File: config.mk
export PLATFORM = sky130hd
export DESIGN_NAME = motor_pwm_drive
export DESIGN_NICKNAME = d
export VERILOG_FILES = /design/src/rtl/motor_pwm_drive.sv
export SDC_FILE = /design/constraint.sdc
export NUM_CORES = 1
export LEC_CHECK = 0
export BUFFER_PORTS_ARGS = -buffer_cell sky130_fd_sc_hd__buf_2
export CAP_MARGIN = 0
export CORE_MARGIN = 5
export CORE_UTILIZATION = 55
export DETAILED_ROUTE_END_ITERATION = 12
export PLACE_DENSITY = 0.72
export SYNTH_ARGS = -nofsm -noshare
export SYNTH_HDL_FRONTEND = slang
export SYNTH_SLANG_ARGS = --single-unit
File: constraint.sdc
create_clock -name clk -period 5.3 [get_ports clk]
set_input_delay 0.265 -clock clk [delete_from_list [all_inputs] [get_ports clk]]
set_output_delay 0.265 -clock clk [all_outputs]
set_load 0.03 [all_outputs]
File: src/rtl/motor_pwm_drive.sv
// Dual-side H-bridge PWM driver: per-side STOP/BRAKE/DEAD/RUN control with duty ramping
// and dead time on direction reversal, driven from one shared PWM counter.
module motor_pwm_drive #(
  parameter int PWM_MAX   = 249,
  parameter int DUTY_TGT  = 200,
  parameter int RAMP_STEP = 10,
  parameter int DEAD_CYC  = 500
) (
  input  logic       clk,
  input  logic       rst_n,
  input  logic [3:0] motor,
  output logic [3:0] pwm_out,
  output logic [1:0] at_speed
);

  // Duty must hold PWM_MAX+1 (always-on), so size it one count beyond the counter range.
  localparam int CW  = $clog2(PWM_MAX + 2);
  localparam int DCW = (DEAD_CYC > 1) ? $clog2(DEAD_CYC) : 1;

  localparam logic [CW-1:0]  CNT_MAX = CW'(PWM_MAX);
  localparam logic [CW-1:0]  DUTY_T  = CW'(DUTY_TGT);
  localparam logic [CW-1:0]  STEP    = CW'(RAMP_STEP);
  localparam logic [DCW-1:0] DEAD_LD = DCW'(DEAD_CYC - 1);

  typedef enum logic [1:0] {
    ST_STOP  = 2'd0,
    ST_BRAKE = 2'd1,
    ST_DEAD  = 2'd2,
    ST_RUN   = 2'd3
  } state_e;

  logic [3:0]    cmd_q;
  logic [CW-1:0] cnt_q, cnt_d;
  logic          wrap;

  assign wrap  = (cnt_q == CNT_MAX);
  assign cnt_d = wrap ? '0 : cnt_q + CW'(1);

  always_ff @(posedge clk or negedge rst_n) begin
    if (!rst_n) begin
      cmd_q <= '0;
      cnt_q <= '0;
    end else begin
      cmd_q <= motor;
      cnt_q <= cnt_d;
    end
  end

  genvar gi;
  generate
    for (gi = 0; gi < 2; gi++) begin : g_side
      state_e         state_q, state_d;
      logic           dir_q, dir_d;
      logic [CW-1:0]  duty_q, duty_d;
      logic [DCW-1:0] dead_q, dead_d;
      logic [CW:0]    duty_sum;
      logic [1:0]     side_cmd;
      logic           cmd_dir;
      logic [1:0]     leg_q, leg_d;
      logic           as_q, as_d;

      assign side_cmd = cmd_q[2*gi +: 2];
      assign cmd_dir  = side_cmd[1];
      assign duty_sum = {1'b0, duty_q} + {1'b0, STEP};

      always_ff @(posedge clk or negedge rst_n) begin
        if (!rst_n) begin
          state_q <= ST_STOP;
          dir_q   <= 1'b1;
          duty_q  <= '0;
          dead_q  <= '0;
          leg_q   <= 2'b00;
          as_q    <= 1'b0;
        end else begin
          state_q <= state_d;
          dir_q   <= dir_d;
          duty_q  <= duty_d;
          dead_q  <= dead_d;
          leg_q   <= leg_d;
          as_q    <= as_d;
        end
      end

      always_comb begin
        state_d = state_q;
        dir_d   = dir_q;
        duty_d  = duty_q;
        dead_d  = dead_q;
        case (side_cmd)
          2'b00: begin
            state_d = ST_STOP;
            duty_d  = '0;
            dead_d  = '0;
          end
          2'b11: begin
            state_d = ST_BRAKE;
            duty_d  = '0;
            dead_d  = '0;
          end
          default: begin
            case (state_q)
              ST_RUN: begin
                if (cmd_dir != dir_q) begin
                  state_d = ST_DEAD;
                  dir_d   = cmd_dir;
                  duty_d  = '0;
                  dead_d  = DEAD_LD;
                end else if (wrap) begin
                  duty_d = (duty_sum > {1'b0, DUTY_T}) ? DUTY_T : duty_sum[CW-1:0];
                end
              end
              ST_DEAD: begin
                if (cmd_dir != dir_q) begin
                  dir_d  = cmd_dir;
                  dead_d = DEAD_LD;
                end else if (dead_q == '0) begin
                  // Entry always starts at zero duty, even on a wrap edge.
                  state_d = ST_RUN;
                  duty_d  = '0;
                end else begin
                  dead_d = dead_q - DCW'(1);
                end
              end
              default: begin
                state_d = ST_RUN;
                dir_d   = cmd_dir;
                duty_d  = '0;
                dead_d  = '0;
              end
            endcase
          end
        endcase

        // Outputs registered from next state so they move on the same edge as the FSM.
        leg_d = 2'b00;
        if (state_d == ST_BRAKE) begin
          leg_d = 2'b11;
        end else if (state_d == ST_RUN && cnt_d < duty_d) begin
          leg_d = dir_d ? 2'b10 : 2'b01;
        end
        as_d = (state_d == ST_RUN) && (duty_d == DUTY_T);
      end

      assign pwm_out[2*gi +: 2] = leg_q;
      assign at_speed[gi]       = as_q;
    end
  endgenerate

endmodule

* Word-level counts from Yosys, hierarchy flattened
Index checks and enable logic that the tools add are counted.
Operators by class: mux-type cells 47, reductions and logical operators 14, add/subtract/negate cells 5, magnitude comparators 4, equal/unequal tests 19
Operators with widths (number):
- 8-bit 2-to-1 mux | 13
- 9-bit 2-to-1 mux | 8
- 9-bit one-hot mux with 2 select lines | 2
- 8-bit one-hot mux with 2 select lines | 2
- 8-bit equality test, second input constant | 3
- 2-bit 2-to-1 mux | 12
- 8-bit by 4-bit adder with 9-bit output, second input constant | 2
- 9-bit by 8-bit greater-than comparator with 1-bit output, second input constant | 2
- 9-bit logical NOT | 2
- 9-bit by 1-bit subtractor with 9-bit output, second input constant | 2
- 2-bit equality test, second input constant | 8
- 8-bit less-than comparator | 2
- 2-bit one-hot mux with 2 select lines | 4
- 8-bit by 1-bit adder with 8-bit output, second input constant | 1
- 4-bit inequality test, second input constant | 2
- 2-bit OR reduction | 4
- 1-bit 2-to-1 mux | 6
- 3-bit inequality test, second input constant | 2
- 2-bit by 1-bit equality test with 1-bit output, second input constant | 2
- 1-bit logical AND | 4
- 2-bit logical NOT | 2
- 2-bit AND reduction | 2
- 1-bit inequality test | 2
Word-level totals: bits in registers 58, output and inout port bits 6, bits of input ports 6

* Depth between registers and ports, before layout
Gate-level depths: netlist of run 1.
depth after elaboration 11, mapped depth 18, mapped depth without buffers 17

* Least setup slack after synthesis of run 1
Ideal clock, no wire load.
kind reg-to-reg, from reg g_side[0].duty_q[1], to reg g_side[0].leg_q[0], data arrival time 3749 ps, slack 1475 ps, stages on the path, launching flop included 17, buffers on the path 0, cells stage by stage dfrtp_1 > ha_1 > or2_4 > or4b_4 > a2111oi_4 > o21ai_2 > nor4_4 > nand2_1 > a21o_1 > ha_1 > a21o_1 > a21oi_1 > o22ai_1 > a2111oi_2 > o21a_1 > a31oi_1 > o21ai_1
On the way: cells in the longest elaborated chain, start to end 11
Ends and longest elaborated chain:
- from (decl) | RTL line 54 | logic [CW-1:0] duty_q, duty_d;
- from (signal assigned) | RTL line 77 | duty_q <= duty_d;
- 8-bit by 4-bit adder with 9-bit output | RTL line 64 | assign duty_sum = {1'b0, duty_q} + {1'b0, STEP};
- 9-bit by 8-bit greater-than comparator with 1-bit output | RTL line 109 | duty_d = (duty_sum > {1'b0, DUTY_T}) ? DUTY_T : duty_sum[CW-1:0];
- 8-bit 2-to-1 mux | RTL line 109
- 8-bit 2-to-1 mux | RTL line 108 | end else if (wrap) begin
- 8-bit 2-to-1 mux | RTL line 103 | if (cmd_dir != dir_q) begin
- 8-bit one-hot mux with 2 select lines * | RTL line 101 | case (state_q)
- 8-bit 2-to-1 mux * | RTL line 89 | case (side_cmd)
- 8-bit less-than comparator * | RTL line 138 | end else if (state_d == ST_RUN && cnt_d < duty_d) begin
- 1-bit logical AND * | RTL line 138
- 2-bit 2-to-1 mux * | RTL line 138
- 2-bit 2-to-1 mux * | RTL line 136 | if (state_d == ST_BRAKE) begin
- named net g_side[0].leg_d[0] | RTL line 59 | logic [1:0] leg_q, leg_d;
- to (signal assigned) | RTL line 79 | leg_q <= leg_d;
- to (decl) | RTL line 59
The timed path passes the listed nets; every way through them passes the cells marked *. A chain may end at the register's enable or synchronous reset.

* Worst setup path in the final report of run 1
from reg g_side[0].duty_q[1], to reg g_side[0].leg_q[1]
Same word-level chain as after synthesis.

==> run metrics, run 1 <==
post_cts resized 0; worst skew pair latency 0.34 ns; Worst Tran Pin Value around 0.70 ns; port bufs 11; clock buffer depth 2; Core ar. around 6500 µm²; Post-synth EDFFs 0; setup bufs post-CTS 0; post-DR wirelength/cell roughly 16 µm; floorplan die width about 90 µm; max-cap viol count 0; placer congestion estimate 0.955; Tcrit/Tclk final 0.770; VDD IR max ~220 µV; mapped cell area 3690 µm²; Worst Path Required between 5 and 6 ns; CP Launch Type register; CTS tree yes; Routed WL 8240 µm; gr usage total 0.212; first-pass GRT wire length 14600 µm; Avg Cell Area, Syn about 9.0 µm²; slew margin rel. 0.530; TritonRoute pass-1 iters 4; H-tree depth 3; Die ar. around 8500 µm²; Async S/R FF share, synth 1.00; fin cells a little over 500; initial antenna violation count 0; WL met2 3980 µm; yosys warns 0; clk root buf clkbuf_8; Most used DFF post-synth dfrtp_1; Final TNS setup 0 ns; Arrival @ worst endpoint ~4.4 ns; Reg-to-Reg Start g_side[0].duty_q[1]$_DFF_PN0_; post-DR vias/cell about 6.2; Synth Net Count ~440; PwrDens a little under 300 nW/µm²; DRT antenna net count 0; largest net degree at the start of global routing 59; Core Util, Final 0.629; CP Max Fanout 8; post-cts hold buffer count 0; share of layout cells above drive strength 1 0.107; post-synth cell types between 60 and 70; Final Hold Viols 0; detailed-placement wirelength estimate between 6000 and 7000 µm; Syn Inst Count approximately 410; nets between 400 and 500; RSZ-0062 raised after global routing no; Clock Sinks 58; Initial Util 0.572; Rows 29; clk_skew 0.0148 ns; endpoint type of the worst setup path register; leakage 1.83 nW; CTS buffer count 9; vias in the first global route roughly 3.2k; # diodes 0; Area growth syn-to-layout 9.99%; Final setup violation count 0; Critical Path Max Stage Delay ~0.53 ns; Worst path slowest cell or4b_4; Vias ~3.2k; highest metal used met4; Die H 92.0 µm; crit path kind reg -> reg; violation count after the first detailed-route iteration about 200; crit-path cells ha_1 > or2_4 > or4b_4 > a2111oi_4 > o21ai_2 > nor4_4 > nand2_1 > a21o_1 > ha_1 > a21o_1 > a21oi_1 > o22ai_1 > a2111oi_2 > o21a_1 > a31oi_1 > o21ai_1; Min-Delay Startpoint motor[3]; min-delay worst type in -> reg; Seq/Total Area, Yosys 0.394; I/O pin total 12; placed cell count about 490; crit path from g_side[0].duty_q[1]$_DFF_PN0_; DRT met1 WL ~3600 µm; met3 wire len 402 µm; synthesized flop and latch total a little under 60; status complete, no violations; minimum clock period between 4 and 5 ns; Clock transition at path regs approximately 0.070 ns; total gr overflow 0; fmax between 0.2 and 0.25 GHz; drt drc 0; R2R Setup Slk 1.22 ns; Slew Limit Fails 0
-- registers in the layout, summed over array words and instances, names as in the netlist --
register / flops
g_side.dir_q: 2
g_side.state_q: 4
g_side.duty_q: 16
cmd_q: 4
g_side.as_q: 2
g_side.leg_q: 4
g_side.dead_q: 18
cnt_q: 8
-- path summary, 6_finish.rpt --
path / end / depth (start not counted)
worst max-delay path: g_side[0].leg_q[1]$_DFF_PN0_ / 16
worst min-delay path: cmd_q[3]$_DFF_PN0_ / 1
worst max register to register: g_side[0].leg_q[1]$_DFF_PN0_ / 16
worst min register to register: g_side[0].dir_q$_DFF_PN1_ / 2
max in group asynchronous: cnt_q[0]$_DFF_PN0_ / 2
min in group asynchronous: g_side[0].as_q$_DFF_PN0_ / 2
-- stage by stage --
step	total power, mW	area (µm²)	hold slack (ns)	setup slack (ns)
2_1_floorplan	0.660	3690	-0.0306	1.47
3_3_place_gp	0.712	3810	0.373	1.32
3_5_place_dp	0.718	3810	0.374	1.23
4_1_cts	1.21	4060	0.0185	1.23
5_1_grt	1.27	4060	0.0187	0.968
6_report	1.21	4060	0.0301	1.22
-- logic make-up after synthesis --
kind of cell | count (synthesis) | share of synthesized area
AND/OR/NAND/NOR | 152 | 0.222
AO/OA/AOI/OAI | 128 | 0.234
flip-flops | 58 | 0.394
buffers and inverters | 37 | 0.0396
adder cells (fa/ha/maj) | 24 | 0.0813
XOR/XNOR | 10 | 0.0237
multiplexers | 2 | 0.00542
-- power by group --
group          internal [mW]  switching, mW  total, mW
clock network          0.317          0.177      0.494
logic                 0.0765          0.134      0.210
registers              0.472         0.0332      0.505
total                  0.866          0.343       1.21
-- final cells by class --
class                           instances  area, µm²
Tap cell                               77       96.3
Clock buffer                           13        179
Fill cell                             550       2400
Clock inverter                          3       68.8
Timing Repair Buffer                   13       70.1
Sequential cell                        58       1450
Inverter                               27        101
Multi-Input combinational cell        316       2090
-- placed cells by master (no fill, tap or decap), types with 4 or more instances in the layout --
| master | count |
|---|---|
| a211oi_1 | 4 |
| a21o_1 | 16 |
| a21oi_1 | 32 |
| a311oi_1 | 4 |
| a31oi_1 | 6 |
| and3_1 | 7 |
| buf_2 | 11 |
| clkbuf_8 | 13 |
| dfrtp_1 | 56 |
| ha_1 | 24 |
| inv_1 | 27 |
| nand2_1 | 42 |
| nand2b_1 | 9 |
| nand3_1 | 13 |
| nand4_1 | 7 |
| nor2_1 | 30 |
| nor2b_1 | 8 |
| nor3_1 | 8 |
| o21a_1 | 4 |
| o21ai_0 | 27 |
| o21ai_1 | 5 |
| o31ai_1 | 5 |
| xnor2_1 | 6 |
| xor2_1 | 4 |
-- synth_stat cells (5+ instances only) --
master,n,area share
dfrtp_1,56,0.38
nand2_1,42,0.043
a21oi_1,32,0.043
nor2_1,30,0.030
inv_1,27,0.027
o21ai_0,27,0.037
ha_1,24,0.081
a21o_1,16,0.033
nand3_1,13,0.018
nand2b_1,9,0.015
clkbuf_1,8,0.0081
nor2b_1,8,0.014
nor3_1,8,0.011
and3_1,7,0.012
nand4_1,7,0.012
a31oi_1,6,0.010
xnor2_1,6,0.014
o21ai_1,5,0.0068
o31ai_1,5,0.010
-- worst max-delay path, delay by kind of cell (launching register included) --
| family | cells | cell delay (ns) |
|---|---|---|
| flops | 1 | 0.44 |
| compound gates | 10 | 1.83 |
| simple gates | 4 | 1.17 |
| fa+ha+maj | 2 | 0.57 |
-- metal layers --
metal / vias up / global-route usage
li1: 1530 / -
met1: 1517 / 0.263
met2: 89 / 0.353
met3: 21 / 0.0352
met4: 0 / 0.115
met5: - / 0
Note: power is estimated with default switching activity, not from simulation.
==> run 2, diff against run 1 <==
Clock period 5.3 ns to 3.9 ns, I/O delays scaled along.
==> run 2 against run 1 <==
Against the previous run:
- the run now ends with setup timing left
- clock power up 30%
- routed wire length up 8.7%
- register-to-register slack worse by 1.3 ns
- via count up 2.3%
- global-route usage up 0.58 points
- fmax up 2.3%
- largest cell class unchanged
==> run metrics, run 2 (synthesized netlist as in run 1, its figures left out) <==
status finished with violations (was complete, no violations); failing checks setup timing; top flop regs g_side.dead_q (18), g_side.duty_q (16), cnt_q (8) (unchanged); Rows 29 (unchanged); Clock Sinks 58 (unchanged); crit path from g_side[0].duty_q[2]$_DFF_PN0_ (was g_side[0].duty_q[1]$_DFF_PN0_); clk_skew 0.00631 ns (was 0.0148 ns); Worst Tran Pin Value 0.594 ns (was 0.705 ns); Worst Path Required 4.17 ns (was 5.57 ns); I/O pin total 12 (unchanged); crit-path cells ha_2 > or2_4 > or4b_4 > a2111oi_4 > o21ai_2 > nor4_4 > nand2_1 > a21o_1 > ha_4 > a21o_1 > a21oi_2 > o22ai_2 > a2111oi_4 > o21a_1 > a31oi_1 > o21ai_1 (was ha_1 > or2_4 > or4b_4 > a2111oi_4 > o21ai_2 > nor4_4 > nand2_1 > a21o_1 > ha_1 > a21o_1 > a21oi_1 > o22ai_1 > a2111oi_2 > o21a_1 > a31oi_1 > o21ai_1); floorplan die width 92.0 µm (unchanged); worst skew pair latency 0.35 ns (was 0.34 ns); Initial Util 0.572 (unchanged); max-cap viol count 0 (unchanged); commonest non-fill, non-tap cells in the layout dfrtp_1 (56), nand2_1 (42), a21oi_1 (30), nor2_1 (30) (was dfrtp_1 (56), nand2_1 (42), a21oi_1 (32)); fmax 0.251 GHz (was 0.245 GHz); R2R Setup Slk -0.09 ns (was 1.22 ns); initial antenna violation count 0 (unchanged); PwrDens 384 nW/µm² (was 298 nW/µm²); DRT antenna net count 0 (unchanged); drt drc 0 (unchanged); cell family with most CP delay compound AO/OA/AOI/OAI gates (unchanged); fin area 4250 µm² (was 4060 µm²); Arrival @ worst endpoint 4.26 ns (was 4.35 ns); total gr overflow 0 (unchanged); Tcrit/Tclk final 1.02 (was 0.770); clock buffer depth 2 (unchanged); clk root buf clkbuf_8 (unchanged); gr usage total 0.218 (was 0.212); VDD IR max 339 µV (was 222 µV); Die H 92.0 µm (unchanged); detailed-placement wirelength estimate 6400 µm (was 6040 µm); H-tree depth 3 (unchanged); Slew Limit Fails 0 (unchanged); Vias 3231 (was 3157); CP Launch Type register (unchanged); nets 473 (was 455); Worst path slowest cell or4b_4 (unchanged); Area growth syn-to-layout 15.0% (was 9.99%); Clock transition at path regs 0.07 ns (about the same); CTS tree yes (unchanged); Final setup violation count 2 (was 0); endpoint type of the worst setup path register (unchanged); final worst setup slack -0.0890 ns (was 1.22 ns); Crit Reg-Reg Endpoint g_side[0].leg_q[1]$_DFF_PN0_ (unchanged); leading cell type in the layout, fill and taps excluded dfrtp_1 (unchanged); Routed WL 8950 µm (was 8240 µm); port bufs 11 (unchanged); Power, Total 1.63 mW (was 1.21 mW); worst path bufs/invs 0 (unchanged); Core ar. 6460 µm² (unchanged); Critical Path Max Stage Delay 0.50 ns (was 0.53 ns); placer congestion estimate 0.934 (was 0.955); min-delay worst type in -> async (was in -> reg); vias in the first global route 3139 (was 3196); Reg-to-Reg Start g_side[0].duty_q[2]$_DFF_PN0_ (was g_side[0].duty_q[1]$_DFF_PN0_); Final TNS setup -0.133 ns (was 0 ns); hold_ws 0.318 ns (was 0.0301 ns); Final Hold Viols 0 (unchanged); r2r worst-path depth 16 (unchanged); crit path kind reg -> reg (unchanged); Core Util, Final 0.658 (was 0.629); minimum clock period 3.99 ns (was 4.08 ns); max reg flops 18 (unchanged); largest net degree at the start of global routing 41 (was 59); violation count after the first detailed-route iteration 199 (was 201); TritonRoute pass-1 iters 4 (unchanged); Post-DP Area 3880 µm² (was 3810 µm²); RSZ-0062 raised after global routing yes (was no); Reg with most FFs g_side.dead_q (unchanged); leakage 1.91 nW (was 1.83 nW); Die ar. 8450 µm² (unchanged); # diodes 0 (unchanged); post-DR vias/cell 6.15 (was 6.23); CTS buffer count 9 (unchanged); CP Max Fanout 4 (was 8); slew margin rel. 0.600 (was 0.530); share of layout cells above drive strength 1 0.145 (was 0.107); post-DR wirelength/cell 17.0 µm (was 16.2 µm); first-pass GRT wire length 14800 µm (was 14600 µm)
## run 2: changes by cell type in the layout (fill, tap and decap cells not counted), moves of 2 or more
| cell | delta |
|---|---|
| buf_4 | +13 |
| dlygate4sd3_1 | +5 |
| ha_1 | -4 |
| a21oi_1 | -2 |
| a21oi_2 | +2 |
| clkbuf_8 | -2 |
| ha_2 | +2 |
| ha_4 | +2 |
## run 2: cell type report
class | instances | area (µm²)
Fill cell | 532 | 2210
Multi-Input combinational cell | 316 | 2150
Sequential cell | 58 | 1450
Timing Repair Buffer | 31 | 218
Clock buffer | 12 | 155
Inverter | 27 | 101
Tap cell | 77 | 96.3
Clock inverter | 4 | 73.8
## run 2: per-layer routing
layer  vias up  part of all wire  track usage
met5         -                 0            0
met4         0             0.021       0.0780
met3        21             0.042       0.0442
met2       102              0.48        0.367
met1      1539              0.45        0.278
li1       1569                 -            -
## run 2: worst max path at each step
stage | cells past startpoint | slack, ns | endpoint
2_1_floorplan | 16 | 0.07 | g_side[0].leg_q[0]$_DFF_PN0_
3_3_place_gp | 16 | 0.11 | g_side[0].leg_q[1]$_DFF_PN0_
3_5_place_dp | 16 | -0.02 | g_side[0].leg_q[1]$_DFF_PN0_
4_1_cts | 16 | 0.006 | g_side[0].leg_q[1]$_DFF_PN0_
5_1_grt | 16 | -0.23 | g_side[0].leg_q[1]$_DFF_PN0_
6_report | 16 | -0.09 | g_side[0].leg_q[1]$_DFF_PN0_
## run 2: where the power goes
part           leakage [nW]  switching, mW  internal, mW
clock network         0.117          0.249         0.395
logic                  1.04          0.187         0.111
registers             0.757         0.0467         0.642
## run 2: worst reg2reg max path: cells and delay by family, from the launching register on
kind,cells,cell delay [ns]
AOI/OAI and AO/OA,10,1.91
and+or+nand+nor,4,1.22
adders and majority gates,2,0.41
DFF,1,0.39
## run 2: metrics by stage
step | cells | setup slack [ns]
floorplan | 411 | 0.0749
global route | 525 | -0.228
finish | 525 | -0.0890
CTS | 521 | 0.00579
global placement | 500 | 0.113
detailed placement | 500 | -0.0157
## run 2: timing repair
item / 4_1_cts / 5_1_grt
hold buffers: 5 / 0
buffers inserted: 0 / 4
resized for setup: 0 / 8
pin swaps: 1 / 13
hold endpoints to repair: 21 / 0
endpoints found under the setup margin: 2 / 2
==> run 3, diff against run 2 <==
Settings changed: HOLD_SLACK_MARGIN set to 0.03, PLACE_DENSITY 0.72 to 0.76.
==> run 3 against run 2 <==
Against the previous run:
- the run still ends with setup timing left
- clock skew is 0.0022 ns higher
- worst setup slack got worse by 0.0092 ns
- hold slack improved by 0.17 ns
- critical endpoint unchanged
- via count up 0.50%
- register-to-register slack about the same
==> run metrics, run 3 (synthesized netlist as in run 1, its figures left out) <==
status finished with violations (unchanged); failing checks setup timing (unchanged); # diodes 0 (unchanged); vias in the first global route 3000 (was 3139); r2r worst-path depth 17 (was 16); Final setup violation count 2 (unchanged); slew margin rel. 0.514 (was 0.600); Slew Limit Fails 0 (unchanged); gr usage total 0.206 (was 0.218); Post-DP Area 3870 µm² (was 3880 µm²); fin area 4210 µm² (was 4250 µm²); TritonRoute pass-1 iters 5 (was 4); hold_ws 0.484 ns (was 0.318 ns); RSZ-0062 raised after global routing yes (unchanged); Die ar. 8450 µm² (unchanged); Worst path slowest cell or4b_4 (unchanged); Min-Delay Endpoint g_side[0].dir_q$_DFF_PN1_; Area growth syn-to-layout 14.0% (was 15.0%); floorplan die width 92.0 µm (unchanged); clk_skew 0.00851 ns (was 0.00631 ns); CTS buffer count 9 (unchanged); Core Util, Final 0.652 (was 0.658); placer congestion estimate 0.905 (was 0.934); I/O pin total 12 (unchanged); Rows 29 (unchanged); Initial Util 0.572 (unchanged); cell family with most CP delay compound AO/OA/AOI/OAI gates (unchanged); minimum clock period 4.00 ns (was 3.99 ns); fin cells 521 (was 525); detailed-placement wirelength estimate 6070 µm (was 6400 µm); CP Launch Type register (unchanged); port bufs 11 (unchanged); Clock Sinks 58 (unchanged); WP depth 17 (was 16); top flop regs g_side.dead_q (18), g_side.duty_q (16), cnt_q (8) (unchanged); Worst Path Required 4.17 ns (about the same); Reg with most FFs g_side.dead_q (unchanged); worst path bufs/invs 1 (was 0); endpoint type of the worst setup path register (unchanged); Vias 3247 (was 3231); crit path kind reg -> reg (unchanged); Arrival @ worst endpoint 4.27 ns (was 4.26 ns); PwrDens 364 nW/µm² (was 384 nW/µm²); Clock transition at path regs 0.07 ns (about the same); Core ar. 6460 µm² (unchanged); Reg-to-Reg Start g_side[0].duty_q[2]$_DFF_PN0_ (unchanged); Final Hold Viols 0 (unchanged); Routed WL 8620 µm (was 8950 µm); violation count after the first detailed-route iteration 228 (was 199); CTS tree yes (unchanged); CP Max Fanout 4 (unchanged); max-cap viol count 0 (unchanged); clock buffer depth 2 (unchanged); fmax 0.250 GHz (was 0.251 GHz); drt drc 0 (unchanged); H-tree depth 3 (unchanged); Worst Tran Pin Value 0.728 ns (was 0.594 ns); min-delay worst type reg -> reg (was in -> async); R2R Setup Slk -0.1 ns (was -0.09 ns); DRT antenna net count 0 (unchanged); Power, Total 1.53 mW (was 1.63 mW); Tcrit/Tclk final 1.03 (was 1.02); leading cell type in the layout, fill and taps excluded dfrtp_1 (unchanged); commonest non-fill, non-tap cells in the layout dfrtp_1 (56), nand2_1 (42), nor2_1 (30) (was dfrtp_1 (56), nand2_1 (42), a21oi_1 (30), nor2_1 (30)); Die H 92.0 µm (unchanged); clk root buf clkbuf_8 (unchanged); post-DR vias/cell 6.23 (was 6.15); leakage 1.88 nW (was 1.91 nW); Critical Path Max Stage Delay 0.50 ns (about the same); pre-CTS setup slack -0.0186 ns (was -0.0157 ns); Final TNS setup -0.174 ns (was -0.133 ns); max reg flops 18 (unchanged); Hold Path Cell Cnt 2; VDD IR max 274 µV (was 339 µV); total gr overflow 0 (unchanged); worst skew pair latency 0.34 ns (was 0.35 ns); final worst setup slack -0.0982 ns (was -0.0890 ns); placed cell count 498 (was 500); Min-Delay Startpoint g_side[0].dir_q$_DFF_PN1_; post-DR wirelength/cell 16.5 µm (was 17.0 µm); first-pass GRT wire length 14100 µm (was 14800 µm); Crit Reg-Reg Endpoint g_side[0].leg_q[1]$_DFF_PN0_ (unchanged); crit-path cells ha_2 > or2_4 > or4b_4 > a2111oi_4 > o21ai_2 > nor4_4 > buf_4 > a21oi_2 > nand2b_4 > ha_4 > a21o_1 > a21oi_2 > o22ai_2 > a2111oi_4 > o21a_1 > a31oi_1 > o21ai_1 (was ha_2 > or2_4 > or4b_4 > a2111oi_4 > o21ai_2 > nor4_4 > nand2_1 > a21o_1 > ha_4 > a21o_1 > a21oi_2 > o22ai_2 > a2111oi_4 > o21a_1 > a31oi_1 > o21ai_1); initial antenna violation count 0 (unchanged); largest net degree at the start of global routing 59 (was 41); share of layout cells above drive strength 1 0.146 (was 0.145); nets 469 (was 473)
-- run 3: worst max-delay path by stage --
stage | startpoint | to | slack, ns
after floorplan | g_side[0].duty_q[1]$_DFF_PN0_ | g_side[0].leg_q[0]$_DFF_PN0_ | 0.07
final | g_side[0].duty_q[2]$_DFF_PN0_ | g_side[0].leg_q[1]$_DFF_PN0_ | -0.1
after detailed placement | g_side[0].duty_q[1]$_DFF_PN0_ | g_side[0].leg_q[1]$_DFF_PN0_ | -0.02
after global routing | g_side[0].duty_q[2]$_DFF_PN0_ | g_side[0].leg_q[1]$_DFF_PN0_ | -0.28
after global placement | g_side[0].duty_q[1]$_DFF_PN0_ | g_side[0].leg_q[0]$_DFF_PN0_ | 0.10
after CTS | g_side[0].duty_q[1]$_DFF_PN0_ | g_side[0].leg_q[1]$_DFF_PN0_ | 0.02
-- run 3: tightest hold or removal path: stages (launching register included) --
cell     delay [ns]
dfstp_2        0.38
nand2_1        0.05
nand2_1        0.05
-- run 3: repair_timing --
action	CTS	global route
buffers inserted	0	2
pin swaps	1	16
hold buffers	5	0
endpoints found under the setup margin	2	4
resized for setup	0	13
hold endpoints to repair	60	0
-- run 3: cell type report --
cell class / count / area, µm²
Clock buffer: 9 / 124
Clock inverter: 7 / 68.8
Fill cell: 541 / 2250
Inverter: 27 / 101
Multi-Input combinational cell: 316 / 2180
Sequential cell: 58 / 1450
Tap cell: 77 / 96.3
Timing Repair Buffer: 27 / 188
-- run 3: routing by layer --
layer / global-route usage / vias up / part of all wire
met3: 0.0450 / 27 / 0.049
met1: 0.264 / 1560 / 0.43
met2: 0.337 / 104 / 0.49
met5: 0 / - / 0
li1: - / 1556 / -
met4: 0.0891 / 0 / 0.031
-- run 3: power by group --
part	switching, mW	leakage (nW)	total [mW]	internal, mW
Sequential	0.0455	0.757	0.687	0.641
Combinational	0.182	1.03	0.290	0.109
Clock	0.260	0.0954	0.553	0.293
